[src/rtl/seg7_scan.sv]
// Multiplexed 4-digit common-anode seven-segment driver with anti-ghost guard slots.
// Define SEG7_BLINK_EN to blink the minutes or seconds pair during adjust mode.
module seg7_scan #(
  parameter int unsigned REFRESH_DIV = 100000,
  parameter int unsigned BLINK_DIV   = 25000000
) (
  input  logic       clk_i,
  input  logic       reset_i,
  input  logic [2:0] min1_i,
  input  logic [3:0] min2_i,
  input  logic [2:0] sec1_i,
  input  logic [3:0] sec2_i,
  input  logic       adj_i,
  input  logic       sel_i,
  output logic [6:0] seg_o,
  output logic [3:0] an_o,
  output logic       dp_o
);

  localparam int unsigned RW = (REFRESH_DIV > 1) ? $clog2(REFRESH_DIV) : 1;

  logic [RW-1:0] rcnt_q, rcnt_d;
  logic [1:0]    idx_q, idx_d;
  logic          rcnt_wrap;
  logic [6:0]    seg_d, seg_q;
  logic [3:0]    an_d, an_q;
  logic          dp_d, dp_q;
  logic [3:0]    digit;
  logic          digit_tens;
  logic          pair_blank;

  // Tens digits only go to 5; anything out of range shows a dash.
  function automatic logic [6:0] decode(input logic [3:0] v, input logic tens);
    logic [6:0] s;
    if ((tens && v > 4'd5) || v > 4'd9) begin
      s = 7'b0111111;
    end else begin
      unique case (v)
        4'd0:    s = 7'b1000000;
        4'd1:    s = 7'b1111001;
        4'd2:    s = 7'b0100100;
        4'd3:    s = 7'b0110000;
        4'd4:    s = 7'b0011001;
        4'd5:    s = 7'b0010010;
        4'd6:    s = 7'b0000010;
        4'd7:    s = 7'b1111000;
        4'd8:    s = 7'b0000000;
        default: s = 7'b0010000;
      endcase
    end
    return s;
  endfunction

  always_comb begin
    rcnt_wrap = (rcnt_q == RW'(REFRESH_DIV - 1));
    rcnt_d    = rcnt_wrap ? '0 : rcnt_q + 1'b1;
    idx_d     = rcnt_wrap ? idx_q + 2'd1 : idx_q;
  end

  always_comb begin
    digit      = sec2_i;
    digit_tens = 1'b0;
    unique case (idx_q)
      2'd0: begin digit = sec2_i;         digit_tens = 1'b0; end
      2'd1: begin digit = {1'b0, sec1_i}; digit_tens = 1'b1; end
      2'd2: begin digit = min2_i;         digit_tens = 1'b0; end
      default: begin digit = {1'b0, min1_i}; digit_tens = 1'b1; end
    endcase
  end

`ifdef SEG7_BLINK_EN
  localparam int unsigned BW = (BLINK_DIV > 1) ? $clog2(BLINK_DIV) : 1;

  logic [BW-1:0] bcnt_q, bcnt_d;
  logic          bph_q, bph_d;

  always_comb begin
    bcnt_d = '0;
    bph_d  = 1'b0;
    if (adj_i) begin
      if (bcnt_q == BW'(BLINK_DIV - 1)) begin
        bcnt_d = '0;
        bph_d  = ~bph_q;
      end else begin
        bcnt_d = bcnt_q + 1'b1;
        bph_d  = bph_q;
      end
    end
  end

  // sel=1 blanks the seconds pair (idx 0,1), sel=0 the minutes pair (idx 2,3).
  assign pair_blank = adj_i && bph_q && (sel_i ? ~idx_q[1] : idx_q[1]);

  always_ff @(posedge clk_i) begin
    if (reset_i) begin
      bcnt_q <= '0;
      bph_q  <= 1'b0;
    end else begin
      bcnt_q <= bcnt_d;
      bph_q  <= bph_d;
    end
  end
`else
  logic unused_blink;
  assign unused_blink = ^{adj_i, sel_i, BLINK_DIV[0]};
  assign pair_blank   = 1'b0;
`endif

  always_comb begin
    an_d  = 4'b1111;
    seg_d = 7'b1111111;
    dp_d  = 1'b1;
    if (rcnt_q != '0 && !pair_blank) begin
      an_d        = 4'b1111;
      an_d[idx_q] = 1'b0;
      seg_d       = decode(digit, digit_tens);
      dp_d        = (idx_q != 2'd2);
    end
  end

  always_ff @(posedge clk_i) begin
    if (reset_i) begin
      rcnt_q <= '0;
      idx_q  <= 2'd0;
      an_q   <= 4'b1111;
      seg_q  <= 7'b1111111;
      dp_q   <= 1'b1;
    end else begin
      rcnt_q <= rcnt_d;
      idx_q  <= idx_d;
      an_q   <= an_d;
      seg_q  <= seg_d;
      dp_q   <= dp_d;
    end
  end

  assign an_o  = an_q;
  assign seg_o = seg_q;
  assign dp_o  = dp_q;

endmodule

[config.mk]
export PLATFORM = sky130hd
export DESIGN_NAME = seg7_scan
export DESIGN_NICKNAME = d
export VERILOG_FILES = /design/src/rtl/seg7_scan.sv
export SDC_FILE = /design/constraint.sdc
export NUM_CORES = 1
export LEC_CHECK = 0
export CELL_PAD_IN_SITES_DETAIL_PLACEMENT = 0
export CELL_PAD_IN_SITES_GLOBAL_PLACEMENT = 1
export CORE_ASPECT_RATIO = 0.7
export CORE_MARGIN = 3
export CORE_UTILIZATION = 30
export CTS_BUF_LIST = sky130_fd_sc_hd__clkbuf_16
export DETAILED_ROUTE_END_ITERATION = 6
export GPL_TIMING_DRIVEN = 0
export PLACE_DENSITY_LB_ADDON = 0.1
export SYNTH_ARGS = -nofsm -noshare
export SYNTH_HDL_FRONTEND = slang
export SYNTH_SLANG_ARGS = --single-unit
[constraint.sdc]
create_clock -name clk_i -period 2.85 [get_ports clk_i]
set_input_delay 0.4275 -clock clk_i [delete_from_list [all_inputs] [get_ports clk_i]]
set_output_delay 0.4275 -clock clk_i [all_outputs]
set_load 0.05 [all_outputs]
==> Implementation_results.wiki <==
{| class="wikitable"
! Metric !! Value
|-
| Outcome || finished clean
|-
| Fill cell count || 494
|-
| IO Pins || 30
|-
| Post-DP HPWL || 2690 µm
|-
| Core area || 4830 µm²
|-
| Detailed Route Iter0 Violations || 85
|-
| Root Buffer || sky130_fd_sc_hd__clkbuf_16
|-
| Required @ worst endpoint || 2970 ps
|-
| Count of flip-flops with a built-in enable after synthesis || 0
|-
| Cells taking the most area after synthesis || sky130_fd_sc_hd__dfxtp_1 (39%), sky130_fd_sc_hd__ha_1 (9.0%), sky130_fd_sc_hd__nor2_1 (4.2%)
|-
| GRT Overall Usage || 12.0%
|-
| Width of the chip || 91.2 µm
|-
| Count of mapped cells out of synthesis || 171
|-
| Cell area after synthesis || 1520 µm²
|-
| Final core utilization || 42.3%
|-
| Startpoint of the most critical hold path || rcnt_q[0]
|-
| Initial antenna violation count || 0
|-
| Hold_buf cts || 0
|-
| Die Y-Extent || 65.6 µm
|-
| Distinct cell type count after synthesis || 35
|-
| Largest voltage drop on the vdd net || 246 µV
|-
| Maximum fanout along the worst path || 6
|-
| Max-Slew Margin vs Limit || 60.0%
|-
| Critical path launch point type || flop
|-
| Clock tree from TritonCTS || yes
|-
| Sequential area share after synthesis || 39.4%
|-
| Dominant combinational cell family by area after synthesis || simple AND/OR/NAND/NOR gates
|-
| Area added between synthesis and finish || 34.4%
|-
| Critical path type || flop to flop
|-
| Diode insertion count for antenna repair || 0
|-
| Deepest clock path buffer count || 2
|-
| Timing-limited maximum frequency || 377 MHz
|-
| Hold-critical path depth || 1
|-
| RR Startpoint || idx_q[0]
|-
| Finish-stage setup viols || 0
|-
| CTS Buf Count || 5
|-
| Max_cap viols || 0
|-
| Register-to-register setup slack || 200 ps
|-
| DRC errors left || 0
|-
| Part of the cycle the worst path needs || 93.1%
|-
| Max H-tree Level || 2
|-
| Number of rows created at floorplan || 21
|-
| Arrival time of the worst setup path || 2770 ps
|-
| Starting utilization of the core area || 31.5%
|-
| Library cell with the largest summed area after synthesis || sky130_fd_sc_hd__dfxtp_1
|-
| Fraction of synthesized area in multiplexers || 2.71%
|-
| Worst-case clock skew || 5.25 ps
|-
| Slew at the pin closest to its max-slew limit || 598 ps
|-
| Worst R2R End || seg_o[3]
|-
| Synth Flop Type || sky130_fd_sc_hd__dfxtp_1
|-
| Final-report hold violation count || 0
|-
| Global-route congestion overflow total || 0
|-
| Gpl congestion || 0.780
|-
| Depth of the worst register-to-register path || 10
|-
| Wire length of the first global-routing pass || 5610 µm
|-
| Synthesized-area fraction occupied by and/or/nand/nor cells || 23.9%
|-
| Path type of the worst min-delay path || flop to flop
|-
| Total number of nets in the final design || 236
|-
| # port buffers || 27
|-
| Kind of end point of the critical path || flop
|-
| Fraction of layout instances using a drive strength above 1 || 10.1%
|-
| Total power density per cell area || 509 nW/µm²
|-
| Sum of internal, switching and leakage power || 1.04 mW
|-
| Mean post-synth cell area || 8.90 µm²
|-
| Number of global-route vias before repair || 1202
|-
| Via Count || 1306
|-
| Share of flip-flops with an asynchronous set or reset after synthesis || 0%
|-
| Leakage power summed over all cells || 0.786 nW
|-
| Largest net degree at the start of global routing || 11
|-
| Post-synthesis share of cell area spent on full adders, half adders and majority gates || 9.04%
|-
| Clock slew at reported path FFs || 50 ps
|-
| Remaining antenna violation count || 0
|-
| Vias/cell || 4.73
|-
| End point of the most critical hold path || rcnt_q[0]
|-
| Length of the first detailed-routing pass in iterations || 4
|-
| XOR/XNOR share of the synthesized area || 6.33%
|-
| Post-detailed-route wirelength per cell || 13.1 µm
|-
| Post-synthesis sequential element count || 30
|-
| Clock latency on the worst-skew pair || 270 ps
|-
| Final Max Slew Viols || 0
|-
| Compound-gate portion of the synthesized area || 13.3%
|-
| Clock Sink Count || 30
|-
| Summed area of non-filler cells in the final layout || 2050 µm²
|-
| Cell area reported after detailed placement || 1880 µm²
|-
| DIE AREA || 5980 µm²
|-
| Final period demand of the worst path || 2650 ps
|-
| Total Routed Length || 3610 µm
|-
| Number of nets in the synthesized netlist || 200
|-
| Portion of synthesized cell area occupied by the leading cell type || 39.4%
|-
| Yosys Warn Count || 0
|}
## stage by stage
step	instances	TNS [ps]	setup slack, ps	hold WS [ps]
2_1_floorplan	171	0	565	449
3_3_place_gp	267	-199	-65.3	474
3_5_place_dp	267	-383	-110	486
4_1_cts	274	0	98.0	493
5_1_grt	276	-16.4	-13.3	534
6_report	276	0	196	490
## final cells by class
class                      instances  area [µm²]  area share, %
buffer                             6        35.0           1.71
clock buffer                       5         125           6.11
clock inverter                     2        7.51          0.367
inverter                          12        45.0           2.20
multi-input combinational        123         861           42.1
sequential                        30         602           29.4
tap                               69        86.3           4.22
timing repair buffer              29         285           13.9
## worst max-delay path, cell delays in order, from the launching register on
cell	delay [ps]
sky130_fd_sc_hd__dfxtp_2	370
sky130_fd_sc_hd__inv_1	70
sky130_fd_sc_hd__ha_1	290
sky130_fd_sc_hd__a222oi_1	420
sky130_fd_sc_hd__mux2i_2	200
sky130_fd_sc_hd__inv_1	120
sky130_fd_sc_hd__ha_2	240
sky130_fd_sc_hd__nor4_2	90
sky130_fd_sc_hd__a221oi_2	440
sky130_fd_sc_hd__buf_4	180
sky130_fd_sc_hd__o211ai_1	70
## cells in the mapped netlist, types with 3 or more instances
library cell / n
sky130_fd_sc_hd__dfxtp_1: 30
sky130_fd_sc_hd__nor2_1: 17
sky130_fd_sc_hd__inv_1: 12
sky130_fd_sc_hd__ha_1: 11
sky130_fd_sc_hd__nand2_1: 11
sky130_fd_sc_hd__a21oi_1: 9
sky130_fd_sc_hd__o21ai_0: 9
sky130_fd_sc_hd__or3_1: 6
sky130_fd_sc_hd__xor2_1: 6
sky130_fd_sc_hd__nand3_1: 5
sky130_fd_sc_hd__nand4_1: 5
sky130_fd_sc_hd__xnor2_1: 5
sky130_fd_sc_hd__and4_1: 4
sky130_fd_sc_hd__nor3_1: 4
sky130_fd_sc_hd__nor4_1: 4
sky130_fd_sc_hd__o311ai_0: 4
sky130_fd_sc_hd__buf_4: 3
sky130_fd_sc_hd__mux2i_1: 3
## cell families (layout without fill, tap and decap cells)
| kind of cell | Yosys count | in the layout |
|---|---|---|
| adder cells (fa/ha/maj) | 11 | 11 |
| multiplexers | 4 | 4 |
| buffers and inverters | 18 | 54 |
| AND/OR/NAND/NOR | 67 | 67 |
| flip-flops | 30 | 30 |
| XOR/XNOR | 11 | 11 |
| AO/OA/AOI/OAI | 30 | 30 |
## routing by layer
layer	up-vias	share of wire (%)	wire length, µm	track usage (%)
met3	2	4.2	150	3.55
met1	605	53	1910	16.4
met5	-	0	0	0
met2	17	42	1520	17.8
li1	682	-	-	-
met4	0	0.50	18	4.51
## sequential cells by signal (all words and copies together) (netlist names)
name    flops
an_o        3
dp_o        1
idx_q       2
rcnt_q     17
seg_o       7
## power by group
group	switching, mW	internal [mW]	leakage (nW)
combinational	0.0735	0.0565	0.470
clock	0.161	0.310	0.0723
sequential	0.00740	0.433	0.244
total	0.242	0.800	0.786
## cell usage in the layout (no fill, tap or decap), drive strengths merged, types with 6 or more instances in the layout
cell type / synthesis / routed
buf: 4 / 6
inv: 12 / 14
clkdlybuf4s50: 0 / 27
nor2: 17 / 17
o21ai: 9 / 9
xor2: 6 / 6
or3: 8 / 8
a21oi: 9 / 9
ha: 11 / 11
nand2: 11 / 11
dfxtp: 30 / 30
clkbuf: 2 / 7
## worst max-delay path by stage
stage | slack [ps] | end | from | depth (start not counted)
2_1_floorplan | 560 | seg_o[1] | idx_q[0] | 9
3_3_place_gp | -70 | seg_o[2] | min2_i[0] | 8
3_5_place_dp | -110 | seg_o[5] | min2_i[0] | 8
4_1_cts | 100 | seg_o[2] | idx_q[0] | 9
5_1_grt | -10 | seg_o[3] | idx_q[0] | 10
6_report | 200 | seg_o[3] | idx_q[0] | 10
## timing repair
action / in CTS / in global routing
pin swaps: 0 / 2
endpoints found under the hold margin: 0 / 0
setup buffers: 0 / 2
gates resized for setup: 2 / 4
endpoints found under the setup margin: 4 / 7
Note: power is estimated with default switching activity, not from simulation.
